--- src/rtl/vae_win_pkg.sv ---
// Shared constants and FSM encoding for the 3x3 window path of the VAE level-1 datapath.
package vae_win_pkg;

   localparam int N_IN  = 9;
   localparam int WIDTH = 16;

   typedef enum logic [1:0] {
      IDLE = 2'd0,
      FILL = 2'd1,
      HOLD = 2'd2
   } state_t;

endpackage

--- src/rtl/win_sreg_9x16_en.sv ---
// Shift-enable-gated serial-in/parallel-out window register; word 0 (low bits) holds the newest sample.
module win_sreg_9x16_en #(
   parameter int N_IN  = vae_win_pkg::N_IN,
   parameter int WIDTH = vae_win_pkg::WIDTH
) (
   input  logic                    clk,
   input  logic                    rst,
   input  logic                    shift_en,
   input  logic [WIDTH-1:0]        in_serial,
   output logic [N_IN*WIDTH-1:0]   out_parallel
);

   logic [N_IN*WIDTH-1:0] win_q;

   always_ff @(posedge clk) begin
      if (!rst) begin
         win_q <= '0;
      end else if (shift_en) begin
         win_q <= {win_q[(N_IN-1)*WIDTH-1:0], in_serial};
      end
   end

   assign out_parallel = win_q;

endmodule

--- src/rtl/sipo_window_ctrl.sv ---
// Sequences 16-bit samples into 3x3 windows and hands each window to the MAC stage,
// counting windows per frame and pulsing done at the end of the frame.
module sipo_window_ctrl #(
   parameter int N_IN  = vae_win_pkg::N_IN,
   parameter int WIDTH = vae_win_pkg::WIDTH,
   parameter int CNT_W = 16
) (
   input  logic                    clk,
   input  logic                    rst,
   input  logic                    start,
   input  logic [CNT_W-1:0]        n_win,
   input  logic                    s_valid,
   input  logic [WIDTH-1:0]        s_data,
   output logic                    s_ready,
   output logic                    m_valid,
   output logic [N_IN*WIDTH-1:0]   m_data,
   input  logic                    m_ready,
   output logic                    m_last,
   output logic                    busy,
   output logic                    done
);

   import vae_win_pkg::*;

   localparam int CW = $clog2(N_IN);
   localparam logic [CW-1:0] CNT_LAST = CW'(N_IN - 1);

   state_t           state_q;
   logic [CW-1:0]    cnt_q;
   logic [CNT_W-1:0] win_idx_q;
   logic [CNT_W-1:0] n_win_q;
   logic             m_last_q;
   logic             done_q;
   logic             accept;

   assign accept = s_valid && (state_q == FILL);

   win_sreg_9x16_en #(
      .N_IN  (N_IN),
      .WIDTH (WIDTH)
   ) u_sreg (
      .clk          (clk),
      .rst          (rst),
      .shift_en     (accept),
      .in_serial    (s_data),
      .out_parallel (m_data)
   );

   // Handshake outputs decode the state only, so no input reaches an output combinationally.
   assign s_ready = (state_q == FILL);
   assign m_valid = (state_q == HOLD);
   assign busy    = (state_q != IDLE);
   assign m_last  = m_last_q;
   assign done    = done_q;

   always_ff @(posedge clk) begin
      if (!rst) begin
         state_q   <= IDLE;
         cnt_q     <= '0;
         win_idx_q <= '0;
         n_win_q   <= '0;
         m_last_q  <= 1'b0;
         done_q    <= 1'b0;
      end else begin
         done_q <= 1'b0;
         case (state_q)
            IDLE: begin
               if (start) begin
                  if (n_win != '0) begin
                     n_win_q   <= n_win;
                     cnt_q     <= '0;
                     win_idx_q <= '0;
                     state_q   <= FILL;
                  end else begin
                     done_q <= 1'b1;
                  end
               end
            end
            FILL: begin
               if (accept) begin
                  if (cnt_q == CNT_LAST) begin
                     cnt_q    <= '0;
                     // win_idx is frozen in HOLD, so m_last can be settled on entry.
                     m_last_q <= (win_idx_q == n_win_q - CNT_W'(1));
                     state_q  <= HOLD;
                  end else begin
                     cnt_q <= cnt_q + CW'(1);
                  end
               end
            end
            HOLD: begin
               if (m_ready) begin
                  m_last_q <= 1'b0;
                  if (m_last_q) begin
                     state_q <= IDLE;
                     done_q  <= 1'b1;
                  end else begin
                     win_idx_q <= win_idx_q + CNT_W'(1);
                     state_q   <= FILL;
                  end
               end
            end
            default: state_q <= IDLE;
         endcase
      end
   end

endmodule

--- config.mk ---
export PLATFORM = sky130hd
export DESIGN_NAME = sipo_window_ctrl
export DESIGN_NICKNAME = d
export VERILOG_FILES = /design/src/rtl/vae_win_pkg.sv /design/src/rtl/win_sreg_9x16_en.sv /design/src/rtl/sipo_window_ctrl.sv
export SDC_FILE = /design/constraint.sdc
export NUM_CORES = 1
export LEC_CHECK = 0
export CAP_MARGIN = 20
export CORE_UTILIZATION = 54
export DETAILED_ROUTE_END_ITERATION = 10
export DONT_BUFFER_PORTS = 1
export PLACE_DENSITY = 0.69
export SLEW_MARGIN = 20
export SYNTH_ARGS = -nofsm -noshare
export SYNTH_HDL_FRONTEND = slang
export SYNTH_HIERARCHICAL = 1
export SYNTH_SLANG_ARGS = --single-unit
--- constraint.sdc ---
create_clock -name clk -period 5.3 [get_ports clk]
set_input_delay 1.06 -clock clk [delete_from_list [all_inputs] [get_ports clk]]
set_output_delay 1.06 -clock clk [all_outputs]
set_load 0.03 [all_outputs]
==> load_flow_metrics.sql <==
INSERT INTO impl_metrics (metric_group, metric, value, unit) VALUES
('floorplan', 'initial_core_util', '55.9', '%'),
('logic_synthesis', 'synth.top_cells.by_area', 'sky130_fd_sc_hd__dfxtp_1 (47%), sky130_fd_sc_hd__mux2i_1 (21%), sky130_fd_sc_hd__nor2b_1 (13%), sky130_fd_sc_hd__xnor2_1 (2.5%), sky130_fd_sc_hd__nor2_1 (1.3%)', ''),
('floorplan', 'floorplan.core_area', '14000', 'um^2'),
('timing', 'fin_crit', '2650', 'ps'),
('timing', 'relSlewSlack', '37.9', '%'),
('clock_tree', 'post-cts-setup-buffer-count', '0', ''),
('timing', 'period_share', '50.0', '%'),
('logic_synthesis', 'count_of_mapped_cells_out_of_synthesis', '751', ''),
('worst_setup_path', 'cell_type_of_the_slowest_stage_on_the_worst_timing_path', 'sky130_fd_sc_hd__inv_8', ''),
('worst_setup_path', 'r2r_start', 'state_q[0]', ''),
('logic_synthesis', 'mappedNetlistArea', '7860', 'um^2'),
('timing', 'setup_viol_count_final', '0', ''),
('worst_setup_path', 'setup.worst_path.start_class', 'primary input', ''),
('timing', 'setup_repair_after_global_routing_missed_its_margin', 'false', ''),
('worst_setup_path', 'critPathMaxStageDelay', '670', 'ps'),
('worst_setup_path', 'setup.worst_path.class', 'primary input to flip-flop', ''),
('worst_setup_path', 'critPathLaunch', 's_valid', ''),
('floorplan', 'die_h', '123', 'um'),
('grt', 'grt_pass1_wl', '25100', 'um'),
('clock_tree', 'cts_resized', '0', ''),
('timing', 'clock_skew', '5.37', 'ps'),
('floorplan', 'dieWidth', '123', 'um'),
('clock_tree', 'cts.htree.levels', '4', ''),
('placed_design', 'placement.io_buffers', '0', ''),
('worst_setup_path', 'worst_ep_arrival_time', '2960', 'ps'),
('logic_synthesis', 'synth_fp_nets', '792', ''),
('logic_synthesis', 'synth_top_area_share', '46.9', '%'),
('run_status', 'status', 'finished clean', ''),
('logic_synthesis', 'synth_enable_flop_cells', '0', ''),
('worst_setup_path', 'timing.critical_path.cells', 'nand3b_1 -> inv_8 -> buf_4 -> mux2i_1 -> nor2b_1', ''),
('logic_synthesis', 'register_area_share_after_synthesis', '46.9', '%'),
('route', 'drt_first_pass_iters', '5', ''),
('worst_setup_path', 'timing.critical_path.fanout_max', '103', ''),
('logic_synthesis', 'top_reg_cell_synth', 'sky130_fd_sc_hd__dfxtp_1', ''),
('timing', 'max_clock_freq', '377', 'MHz'),
('timing', 'worst-slew-pin-transition', '931', 'ps'),
('worst_setup_path', 'timing.reg2reg.worst_path_depth', '5', ''),
('floorplan', 'die_area', '15000', 'um^2'),
('final_layout', 'signed_area_change_from_the_synthesized_netlist_to_the_final_layout', '6.56', '%'),
('clock_tree', 'cts_buffers', '17', ''),
('worst_hold_path', 'whs_endpoint', 'cnt_q[3]', ''),
('worst_setup_path', 'rrSetupSlack', '2740', 'ps'),
('route', 'wire_per_inst', '17.9', 'um'),
('final_layout', 'highest_count_cells_in_the_layout_ignoring_fill_and_taps', 'sky130_fd_sc_hd__dfxtp_1 (184), sky130_fd_sc_hd__nor2b_1 (163), sky130_fd_sc_hd__mux2i_1 (161), sky130_fd_sc_hd__nor2_1 (27), sky130_fd_sc_hd__xnor2_1 (22)', ''),
('route', 'wirelength', '16400', 'um'),
('final_layout', 'finish.utilization', '59.6', '%'),
('clock_tree', 'clock_latency', '420', 'ps'),
('timing', 'final-hold-violation-count', '0', ''),
('clock_tree', 'tritoncts', 'yes', ''),
('grt', 'gr-total-overflow', '0', ''),
('worst_hold_path', 'hold-path-cell-count', '1', ''),
('flow_run', 'number_of_max_cap_violations', '0', ''),
('final_layout', 'layout-drive-gt1-share', '5.59', '%'),
('logic_synthesis', 'yosys_warnings', '6', ''),
('clock_tree', 'cts.clk_slew.worst_paths', '60', 'ps'),
('timing', 'report.final.slew_viol_count', '0', ''),
('final_layout', 'final_common_cell', 'sky130_fd_sc_hd__dfxtp_1', ''),
('pwr', 'worst_ir_drop_vdd', '0.206', 'mV'),
('worst_hold_path', 'min_from', 'cnt_q[3]', ''),
('floorplan', 'rows', '43', ''),
('final_layout', 'final_net_count', '763', ''),
('pwr', 'pwr_density_cell', '339', 'nW/um^2'),
('clock_tree', 'cts.path.max_buffers', '2', ''),
('pwr', 'power.leakage', '2.77', 'nW'),
('final_layout', 'final.fill_count', '1137', ''),
('logic_synthesis', 'synth.ff_latch_count', '184', ''),
('placed_design', 'post-dp-hpwl', '11500', 'um'),
('route', 'dr_total_vias', '5041', ''),
('final_layout', 'final-seq-area', '3680', 'um^2'),
('clock_tree', 'clock_tree.root_cell', 'sky130_fd_sc_hd__clkbuf_16', ''),
('clock_tree', 'clock_sinks', '184', '');
==> worst max-delay path: cells and delay by family <==
| family | cells | cell delay (ps) |
|---|---|---|
| buffers and inverters | 2 | 1190 |
| and+or+nand+nor | 2 | 310 |
| muxes | 1 | 260 |
==> cell type report <==
class	count	share of cell area (%)
multi-input combinational	505	45.7
sequential	184	44.0
clock inverter	7	1.12
tap	180	2.69
timing repair buffer	2	0.179
inverter	12	0.628
clock buffer	24	5.64
==> layer usage <==
layer,global-route usage (%),up-vias,routed length [um]
met5,0,-,0
met2,35.6,172,7840
li1,-,2490,-
met4,9.22,0,314
met3,6.83,28,1290
met1,26.1,2351,6910
==> report_power, final <==
group,switching [mW],internal (mW),total (mW)
combinational,0.0884,0.0929,0.181
sequential,0.0352,1.40,1.43
clock,0.504,0.718,1.22
==> through the flow <==
stage	std cells	hold slack [ps]	total power, mW	area (um^2)	worst slack [ps]
floorplan	751	431	1.64	7860	2700
global placement	883	448	1.64	7800	2320
detailed placement	883	483	1.65	7800	2250
CTS	914	493	2.86	8370	2700
global route	914	522	2.94	8370	2530
finish	914	495	2.84	8370	2650
==> Yosys cell counts (2+ instances only) <==
master	instances
sky130_fd_sc_hd__nor4_1	10
sky130_fd_sc_hd__buf_2	10
sky130_fd_sc_hd__dfxtp_1	184
sky130_fd_sc_hd__clkbuf_1	21
sky130_fd_sc_hd__or4_4	2
sky130_fd_sc_hd__xor2_1	7
sky130_fd_sc_hd__mux2i_1	161
sky130_fd_sc_hd__and2_1	4
sky130_fd_sc_hd__nor3b_1	2
sky130_fd_sc_hd__a21boi_0	2
sky130_fd_sc_hd__or2_2	3
sky130_fd_sc_hd__nand4_1	4
sky130_fd_sc_hd__buf_6	7
sky130_fd_sc_hd__and3_1	3
sky130_fd_sc_hd__nor2_1	27
sky130_fd_sc_hd__ha_1	4
sky130_fd_sc_hd__o2111ai_1	2
sky130_fd_sc_hd__nand2b_1	3
sky130_fd_sc_hd__nand3b_1	6
sky130_fd_sc_hd__a21oi_1	7
sky130_fd_sc_hd__xnor2_1	22
sky130_fd_sc_hd__nor2b_1	163
sky130_fd_sc_hd__nand2_1	18
sky130_fd_sc_hd__buf_4	12
sky130_fd_sc_hd__nor3b_2	2
sky130_fd_sc_hd__nand3_1	11
sky130_fd_sc_hd__o31ai_1	2
sky130_fd_sc_hd__inv_1	12
sky130_fd_sc_hd__nor3_1	11
sky130_fd_sc_hd__o21ai_0	9
==> worst max path at each step <==
stage                                   end  slack [ps]  depth (start not counted)
global placement               win_idx_q[7]        2320                          6
detailed placement  u_sreg/out_parallel[42]        2250                          5
finish              u_sreg/out_parallel[42]        2650                          5
CTS                 u_sreg/out_parallel[42]        2700                          5
floorplan                       n_win_q[10]        2700                          8
global route        u_sreg/out_parallel[42]        2530                          5
==> cell families after synthesis <==
logic type	share of synthesized area, %
xor+xnor	3.23
mux	20.9
compound gates	3.03
flops	46.9
buf+inv	4.36
simple gates	20.9
fa+ha+maj	0.637
==> state kept, by name, indices dropped and copies added, names as in the netlist <==
name and flops:
win_idx_q 16, done 1, u_sreg/out_parallel 144, cnt_q 4
m_last 1, n_win_q 16, state_q 2
No activity file was read; power rests on OpenSTA's default activity.
